===== config.mk =====
export PLATFORM = sky130hd
export DESIGN_NAME = net2axis_sink
export DESIGN_NICKNAME = d
export VERILOG_FILES = /design/src/rtl/net2axis_sink.sv
export SDC_FILE = /design/constraint.sdc
export NUM_CORES = 1
export LEC_CHECK = 0
export ABC_AREA = 1
export CAP_MARGIN = 20
export CORE_ASPECT_RATIO = 1.75
export CORE_MARGIN = 2
export CORE_UTILIZATION = 54
export DETAILED_ROUTE_END_ITERATION = 10
export PLACE_DENSITY = 0.81
export SLEW_MARGIN = 15
export SYNTH_ARGS = -nofsm -noshare
export SYNTH_HDL_FRONTEND = slang
export SYNTH_SLANG_ARGS = --single-unit
export TNS_END_PERCENT = 50

===== constraint.sdc =====
create_clock -name ACLK -period 6.8 [get_ports ACLK]
set_clock_uncertainty 0.15 [all_clocks]
set_input_delay 1.36 -clock ACLK [delete_from_list [all_inputs] [get_ports ACLK]]
set_output_delay 1.36 -clock ACLK [all_outputs]
set_load 0.01 [all_outputs]

===== src/rtl/net2axis_sink.sv =====
// net2axis_sink: AXI4-Stream sink/checker for the net2axis master stage.
//   Drives a registered TREADY using one of three patterns: always high,
//   periodic, or LFSR-driven. Counts packets and bytes, records the length
//   of the last completed packet, and raises sticky protocol error flags.
//   DONE goes high once EXPECTED_PKTS packets have completed.
// Ports:
//   ACLK, ARESET (async, active high), ENABLE (when low, TREADY is held low)
//   S_AXIS_*      : stream input (TVALID/TDATA/TKEEP/TLAST in, TREADY out)
//   PKT_COUNT, BYTE_COUNT, LAST_PKT_BYTES : saturating statistics
//   ERR_KEEP, ERR_STABLE, ERR_OVERRUN, DONE : sticky status
module net2axis_sink #(
  parameter int          TDATA_WIDTH   = 32,
  parameter int          EXPECTED_PKTS = 1,
  parameter int          READY_MODE    = 0,
  parameter int          READY_PERIOD  = 4,
  parameter logic [15:0] LFSR_SEED     = 16'hACE1
) (
  input  logic                     ACLK,
  input  logic                     ARESET,
  input  logic                     ENABLE,
  input  logic                     S_AXIS_TVALID,
  input  logic [TDATA_WIDTH-1:0]   S_AXIS_TDATA,
  input  logic [TDATA_WIDTH/8-1:0] S_AXIS_TKEEP,
  input  logic                     S_AXIS_TLAST,
  output logic                     S_AXIS_TREADY,
  output logic [31:0]              PKT_COUNT,
  output logic [31:0]              BYTE_COUNT,
  output logic [15:0]              LAST_PKT_BYTES,
  output logic                     ERR_KEEP,
  output logic                     ERR_STABLE,
  output logic                     ERR_OVERRUN,
  output logic                     DONE
);
  localparam int KW  = TDATA_WIDTH / 8;
  localparam int PW  = $clog2(KW + 1);
  localparam int PCW = (READY_PERIOD > 1) ? $clog2(READY_PERIOD) : 1;

  typedef enum logic [1:0] {IDLE, IN_PKT, FINISHED} state_t;

  state_t                 state_q, state_d;
  logic                   tready_q, tready_d;
  logic [15:0]            lfsr_q, lfsr_d;
  logic [PCW-1:0]         pcnt_q, pcnt_d;
  logic [31:0]            pkt_q, pkt_d, byte_q, byte_d;
  logic [15:0]            acc_q, acc_d, lastb_q, lastb_d;
  logic                   errk_q, errk_d, errs_q, errs_d, erro_q, erro_d;
  logic                   stall_q, stall_d, slast_q, slast_d;
  logic [TDATA_WIDTH-1:0] sdata_q, sdata_d;
  logic [KW-1:0]          skeep_q, skeep_d;

  logic          beat, counted, reach, keep_bad;
  logic [PW-1:0] pop;
  logic [32:0]   byte_sum;
  logic [16:0]   acc_sum;
  logic [15:0]   acc_sat;

  assign beat    = S_AXIS_TVALID & tready_q;
  assign counted = beat && (state_q != FINISHED);
  // Completing the next packet would bring the total to EXPECTED_PKTS.
  assign reach   = (EXPECTED_PKTS != 0) &&
                   (({1'b0, pkt_q} + 33'd1) == 33'(EXPECTED_PKTS));

  always_comb begin
    pop = '0;
    for (int i = 0; i < KW; i++) pop = pop + PW'(S_AXIS_TKEEP[i]);
  end

  // Last beats need a nonzero LSB-aligned run of ones (x & (x+1) == 0).
  always_comb begin
    if (S_AXIS_TLAST)
      keep_bad = (S_AXIS_TKEEP == '0) ||
                 ((S_AXIS_TKEEP & (S_AXIS_TKEEP + KW'(1))) != '0);
    else
      keep_bad = ~&S_AXIS_TKEEP;
  end

  // ---------------- FSM: state register ----------------
  always_ff @(posedge ACLK or posedge ARESET) begin
    if (ARESET) state_q <= IDLE;
    else        state_q <= state_d;
  end

  // ---------------- FSM: next state ----------------
  always_comb begin
    state_d = state_q;
    case (state_q)
      IDLE:     if (beat) state_d = S_AXIS_TLAST ? (reach ? FINISHED : IDLE) : IN_PKT;
      IN_PKT:   if (beat && S_AXIS_TLAST) state_d = reach ? FINISHED : IDLE;
      FINISHED: state_d = FINISHED;
      default:  state_d = IDLE;
    endcase
  end

  // ---------------- FSM: outputs ----------------
  always_comb begin
    DONE = (state_q == FINISHED);
  end

  // ---------------- ready pattern generators ----------------
  always_comb begin
    lfsr_d   = lfsr_q;
    pcnt_d   = pcnt_q;
    tready_d = 1'b0;
    if (ENABLE) begin
      // Fibonacci form of x^16 + x^14 + x^13 + x^11 + 1, shifting right.
      lfsr_d = {lfsr_q[0] ^ lfsr_q[2] ^ lfsr_q[3] ^ lfsr_q[5], lfsr_q[15:1]};
      pcnt_d = (pcnt_q == PCW'(READY_PERIOD - 1)) ? '0 : pcnt_q + PCW'(1);
      case (READY_MODE)
        1:       tready_d = (pcnt_q == '0);
        2:       tready_d = lfsr_q[0] | lfsr_q[1];
        default: tready_d = 1'b1;
      endcase
    end
  end

  // ---------------- counters and checks ----------------
  assign byte_sum = {1'b0, byte_q} + 33'(pop);
  assign acc_sum  = {1'b0, acc_q} + 17'(pop);
  assign acc_sat  = acc_sum[16] ? 16'hFFFF : acc_sum[15:0];

  always_comb begin
    pkt_d   = pkt_q;
    byte_d  = byte_q;
    acc_d   = acc_q;
    lastb_d = lastb_q;
    if (counted) begin
      byte_d = byte_sum[32] ? 32'hFFFF_FFFF : byte_sum[31:0];
      if (S_AXIS_TLAST) begin
        lastb_d = acc_sat;
        acc_d   = '0;
        pkt_d   = (&pkt_q) ? pkt_q : pkt_q + 32'd1;
      end else begin
        acc_d = acc_sat;
      end
    end
  end

  // Snapshot the bus every cycle; it is only compared when stall_q is set.
  always_comb begin
    stall_d = S_AXIS_TVALID & ~tready_q;
    sdata_d = S_AXIS_TDATA;
    skeep_d = S_AXIS_TKEEP;
    slast_d = S_AXIS_TLAST;
    errk_d  = errk_q | (beat & keep_bad);
    erro_d  = erro_q | (beat & (state_q == FINISHED));
    errs_d  = errs_q | (stall_q & (~S_AXIS_TVALID | (S_AXIS_TDATA != sdata_q) |
                                   (S_AXIS_TKEEP != skeep_q) | (S_AXIS_TLAST != slast_q)));
  end

  always_ff @(posedge ACLK or posedge ARESET) begin
    if (ARESET) begin
      tready_q <= 1'b0;
      lfsr_q   <= LFSR_SEED;
      pcnt_q   <= '0;
      pkt_q    <= '0;
      byte_q   <= '0;
      acc_q    <= '0;
      lastb_q  <= '0;
      errk_q   <= 1'b0;
      errs_q   <= 1'b0;
      erro_q   <= 1'b0;
      stall_q  <= 1'b0;
      sdata_q  <= '0;
      skeep_q  <= '0;
      slast_q  <= 1'b0;
    end else begin
      tready_q <= tready_d;
      lfsr_q   <= lfsr_d;
      pcnt_q   <= pcnt_d;
      pkt_q    <= pkt_d;
      byte_q   <= byte_d;
      acc_q    <= acc_d;
      lastb_q  <= lastb_d;
      errk_q   <= errk_d;
      errs_q   <= errs_d;
      erro_q   <= erro_d;
      stall_q  <= stall_d;
      sdata_q  <= sdata_d;
      skeep_q  <= skeep_d;
      slast_q  <= slast_d;
    end
  end

  assign S_AXIS_TREADY  = tready_q;
  assign PKT_COUNT      = pkt_q;
  assign BYTE_COUNT     = byte_q;
  assign LAST_PKT_BYTES = lastb_q;
  assign ERR_KEEP       = errk_q;
  assign ERR_STABLE     = errs_q;
  assign ERR_OVERRUN    = erro_q;
endmodule


==> impl_metrics.toml, run 1 <==
[setup_path]
worstPathRequired_ns = 6.98
cp.buffers_inverters = 3
worst-path-max-fanout = 23
critPathMostFrequentCell = "nand2_1"
cp-start-kind = "input pin"
worstPathCellList = "clkdlybuf4s50_1, fa_1, ha_1, ha_1, inv_1, fa_1, inv_1, nand2_1, nand2_1, nand2_1, nor2_2, nand4_2, nor3_4, nand4_2, nand3_1"
max_stage_delay_ns = 0.64
critical-path-slowest-cell = "clkdlybuf4s50_1"
worstPathArrival_ns = 5.21
cp_top_family = "simple AND/OR/NAND/NOR gates"
crit_type = "input pin to flop"
endpoint_kind = "flop"

[synth]
ys_ff_latch = 140
synthTopCellsByArea = "dfrtp_1 (45%), nand2_1 (15%), nor2_1 (5.8%), inv_1 (4.8%), nand3_1 (3.9%)"
avgSynthCellArea_um2 = 7.759
synth_cells = 995
synth_top_area_share_pct = 45.38
synth_area_um2 = 7720
syn-num-nets = 1052
yosysWarnings = 0
yosysTopAreaCell = "dfrtp_1"
yosysSeqAreaShare_pct = 45.38
synthDistinctLibCells = 44

[clock_tree]
clockBufferDepth = 2
cts.htree.levels = 4
cts_resized = 0
numClockSinks = 140
path_clk_slew_ns = 0.07
cts_tree = "built"
clk_latency_ns = 0.41
cts-hold-fix-buffers = 0
cts_setup_buffers = 0
cts_buffers = 17
cts_root_buffer = "clkbuf_16"

[global_route]
antenna_found_initial = 0
grt_max_degree = 76
grt_pass1_wl_mm = 32.73
overflow = 0
grt_pass1_vias = 6906
grt_usage_pct = 27.17

[floorplan]
io_pins = 126
core.rowCount = 57
die_x_um = 94.39
die_area_um2 = 15310
coreArea_um2 = 13910
chipHeight_um = 162.2
start_util_pct = 55.51

[place]
hpwlAfterDp_mm = 14.64
gp_congestion = 0.9854
io_buffers = 125
post-place-cells = 1282

[detailed_routing]
wl_per_cell_um = 14.98
vias_per_cell = 5.339
drcViolationCount = 0
drt_iter0_drc = 314
via_count = 7015
dr.pass1.iters = 5
ant_nets = 0
wl_mm = 19.69

[pwr]
power_density_nw_per_um2 = 254.7
leakage_nw = 4.459
ir_worst_vdd_mv = 0.1636

[timing]
hold_viol_final = 0
hold_slack_ns = 0.3128
timing.final.crit_share_pct = 74.01
slew_headroom_pct = 46.11
setup_viol = 0
finalMaxSlewViolations = 0
worstMarginPinSlew_ns = 0.8084
finalSetupTns_ns = 0
min_period_ns = 5.033
max_freq_ghz = 0.1987
grt_setup_unrepaired = "false"

[finish]
drive_above_1_share_pct = 7.036
antenna_cells = 0
final_cell_mix = "nand2_1 (302), dfrtp_1 (140), clkdlybuf4s50_1 (125)"
post-route-util_pct = 69.65
nets = 1181
area_growth_pct = 25.48
fin_cells = 1314
layout_commonest_cell = "nand2_1"

[run]
drv_cap = 0

[worst_hold_path]
hold_path_class = "flop to flop"

[run_status]
status = "finished clean"
layout make-up:
type | instances | area (µm²)
flip-flops and latches | 140 | 3503
multi-input cells | 737 | 3732
repair buffers | 126 | 1259
fillers | 1150 | 4220
clock inverters | 14 | 143.9
well taps | 177 | 221.5
clock buffers | 18 | 439.2
inverters | 102 | 387.9
synthesized netlist by cell type, drive strengths merged:
| cell type | n |
|---|---|
| and2 | 2 |
| a31oi | 5 |
| a211oi | 2 |
| buf | 11 |
| a21o | 2 |
| nor3 | 24 |
| nand3 | 61 |
| nand3b | 8 |
| o211ai | 1 |
| xnor2 | 16 |
| nand2 | 313 |
| o21bai | 3 |
| nand4 | 17 |
| fa | 3 |
| o21ai | 68 |
| clkbuf | 5 |
| xor2 | 26 |
| nor2 | 133 |
| and3 | 1 |
| inv | 102 |
| nor4 | 3 |
| ha | 13 |
| or3 | 2 |
| a21oi | 7 |
| or2 | 12 |
| o22ai | 10 |
| nor3b | 1 |
| dfrtp | 140 |
| a22o | 2 |
| o2111ai | 2 |
metrics by stage:
step | cell area [µm²] | setup slack (ns) | power (mW)
finish | 9687 | 1.767 | 2.468
global route | 9687 | 1.488 | 2.594
CTS | 9687 | 1.790 | 2.483
detailed placement | 9104 | 1.365 | 1.561
global placement | 9104 | 1.494 | 1.548
floorplan | 7720 | 1.537 | 1.307
worst register-to-register path, stage by stage, from the launching register on:
cell	delay [ns]
dfrtp_1	0.40
nand2_1	0.20
nand2_2	0.35
nor2_1	0.56
nand2_2	0.38
inv_2	0.60
a31oi_1	0.23
worst paths after layout:
kind / from / endpoint / slack [ns] / depth (start not counted)
max: S_AXIS_TKEEP[1] / BYTE_COUNT[30] / 1.77 / 15
min: ERR_KEEP / ERR_KEEP / 0.31 / 1
max reg2reg: state_q[1] / PKT_COUNT[7] / 3.76 / 6
min reg2reg: ERR_KEEP / ERR_KEEP / 0.31 / 1
max in group asynchronous: ARESET / LAST_PKT_BYTES[6] / 3.97 / 3
min in group asynchronous: ARESET / PKT_COUNT[20] / 1.27 / 2
logic make-up (layout without fill, tap and decap cells):
family                   count (synthesis)  count (layout)  share of synthesized area [%]
AO/OA/AOI/OAI                          102             102                          7.309
XOR/XNOR                                42              42                          4.765
flip-flops                             140             140                          45.38
buffers and inverters                  118             260                          6.272
adder cells (fa/ha/maj)                 16              16                          2.885
AND/OR/NAND/NOR                        577             577                          33.39
metal layers:
metal	part of all wire (%)	track usage (%)	vias to the layer above	wire length [µm]
met4	4.8	14.30	0	952
met3	3.9	4.035	66	773
met1	37	30.42	3303	7353
met5	0	0	-	0
li1	-	-	3449	-
met2	54	48.83	197	10610
state kept, by name, indices dropped and copies added, names as in the netlist:
name            count
LAST_PKT_BYTES     16
skeep_q             4
ERR_STABLE          1
state_q             2
slast_q             1
ERR_OVERRUN         1
sdata_q            32
PKT_COUNT          32
stall_q             1
ERR_KEEP            1
acc_q              16
BYTE_COUNT         32
S_AXIS_TREADY       1
power by group:
group	total, mW	switching, mW	internal, mW
Combinational	0.518	0.273	0.245
Sequential	1.03	0.112	0.917
Clock	0.921	0.394	0.526
Power figures use the tool's default switching activity.
==> run 2, diff against run 1 <==
Settings changed: CORE_UTILIZATION 54 to 49, PLACE_DENSITY 0.81 to 0.77.
Clock period 6.8 ns to 4.23 ns, I/O delays scaled along.
==> impl_metrics.toml, run 2 (synthesized netlist as in run 1, its figures left out) <==
[run_status]
status = "finished clean"

[pwr]
power.net_switching_mw = 1.234
leakage_nw = 4.511
power_frac_comb_pct = 21.0
p_clk_share_pct = 37.7
switching_share_pct = 30.81
power.internal_mw = 2.772
power_density_nw_per_um2 = 408.2
ir_worst_vdd_mv = 0.2809
seqPwrFrac_pct = 41.3

[finish]
final_cell_mix = "nand2_1 (302), dfrtp_1 (140), clkdlybuf4s50_1 (125)"
nets = 1193
register_area_um2 = 3503
antenna_cells = 0
layout_commonest_cell = "nand2_1"
post-route-util_pct = 63.77
area_growth_pct = 27.13
multi_input_area_um2 = 3732
drive_above_1_share_pct = 7.920
n_fill_cell = 1348

[clock_tree]
numClockSinks = 140
cts_setup_buffers = 0
clockBufferDepth = 2
cts_resized = 0
cts-hold-fix-buffers = 0
cts_buffers = 17
cts.htree.levels = 4
cts_root_buffer = "clkbuf_16"
path_clk_slew_ns = 0.06
cts_tree = "built"
clk_latency_ns = 0.42

[setup_path]
cp-start-kind = "input pin"
crit_type = "input pin to flop"
worstPathRequired_ns = 4.41
worst-path-max-fanout = 18
endpoint_kind = "flop"
worstPathArrival_ns = 4.03

[worst_hold_path]
hold_path_class = "flop to flop"

[global_route]
grt_pass1_vias = 6874
grt_usage_pct = 24.84
antenna_found_initial = 0
grt_max_degree = 71
grt_pass1_wl_mm = 33.13
overflow = 0

[detailed_routing]
ant_nets = 0
via_count = 7030
vias_per_cell = 5.266
wl_mm = 20.18
drcViolationCount = 0
dr.pass1.iters = 7
wl_per_cell_um = 15.11
drt_iter0_drc = 282

[floorplan]
die_x_um = 98.89
core.rowCount = 60
io_pins = 126
chipHeight_um = 170.0
start_util_pct = 50.16
coreArea_um2 = 15390
die_area_um2 = 16810

[timing]
slew_headroom_pct = 47.07
finalMaxSlewViolations = 0
max_freq_ghz = 0.2598
hold_viol_final = 0
min_period_ns = 3.849
setup_viol = 0
layout_setup_ws_ns = 0.3813
timing.final.crit_share_pct = 90.99
grt_setup_unrepaired = "false"
worstMarginPinSlew_ns = 0.7923

[run]
drv_cap = 0

[place]
pre_cts_ws_ns = -0.05921
io_buffers = 125
hpwlAfterDp_mm = 15.45
gp_congestion = 0.9449
## run 2: changes by cell type in the layout (fill, tap and decap cells not counted)
cell / previous run / this run
bufinv_16: 1 / 2
buf_12: 0 / 1
clkbuf_1: 0 / 1
clkinv_4: 3 / 4
inv_8: 2 / 1
clkinv_2: 1 / 0
inv_6: 7 / 3
clkinvlp_4: 1 / 4
buf_4: 1 / 12
## run 2: power groups by stage
stage                     Combinational, mW  Clock (mW)  Sequential (mW)
after floorplan                       0.428           0             1.67
after global placement                0.830           0             1.67
after detailed placement              0.846           0             1.67
after CTS                             0.851        1.54             1.65
after global routing                  0.941        1.59             1.67
final                                 0.839        1.51             1.66
## run 2: worst max-delay path: stages
cell and delay, ns:
clkdlybuf4s50_1 0.45, fa_1 0.50, ha_1 0.32, ha_1 0.16
inv_1 0.06, fa_1 0.38, inv_1 0.07, nand2_1 0.06
nand2_1 0.07, nand2_1 0.11, nor2_2 0.16, nand4_2 0.18
nor3_4 0.22, nand4_2 0.12, buf_4 0.22, o211ai_1 0.09
## run 2: through the flow
step / setup TNS, ns / instance area (µm²) / total power [mW] / cells / hold slack (ns)
floorplan: 0 / 7724 / 2.102 / 995 / 0.2683
global placement: 0 / 9216 / 2.503 / 1303 / 0.2769
detailed placement: -0.3081 / 9216 / 2.518 / 1303 / 0.2938
CTS: 0 / 9814 / 4.045 / 1335 / 0.3101
global route: 0 / 9814 / 4.206 / 1335 / 0.3213
finish: 0 / 9814 / 4.006 / 1335 / 0.2996
## run 2: routing by layer
metal	up-vias	global-route usage (%)	wire (µm)
met4	0	11.85	808
met5	-	0	0
met2	207	46.18	11150
li1	3474	-	-
met3	57	3.655	736
met1	3292	27.20	7482
## run 2: path summary, 6_finish.rpt
path	endpoint	slack [ns]	from	cells after the start
setup / recovery	BYTE_COUNT[1]	0.38	S_AXIS_TKEEP[0]	16
hold / removal	ERR_STABLE	0.30	stall_q	2
setup reg to reg	BYTE_COUNT[1]	1.69	BYTE_COUNT[0]	13
hold reg to reg	ERR_STABLE	0.30	stall_q	2
max in group asynchronous	PKT_COUNT[5]	2.18	ARESET	3
min in group asynchronous	sdata_q[10]	0.77	ARESET	2
## run 2: final cells by class
cell class	count	share of cell area, %
Clock buffer	19	4.513
Clock inverter	13	1.581
Inverter	102	3.939
Multi-Input combinational cell	737	38.03
Sequential cell	140	35.70
Tap cell	186	2.371
Timing Repair Buffer	138	13.87
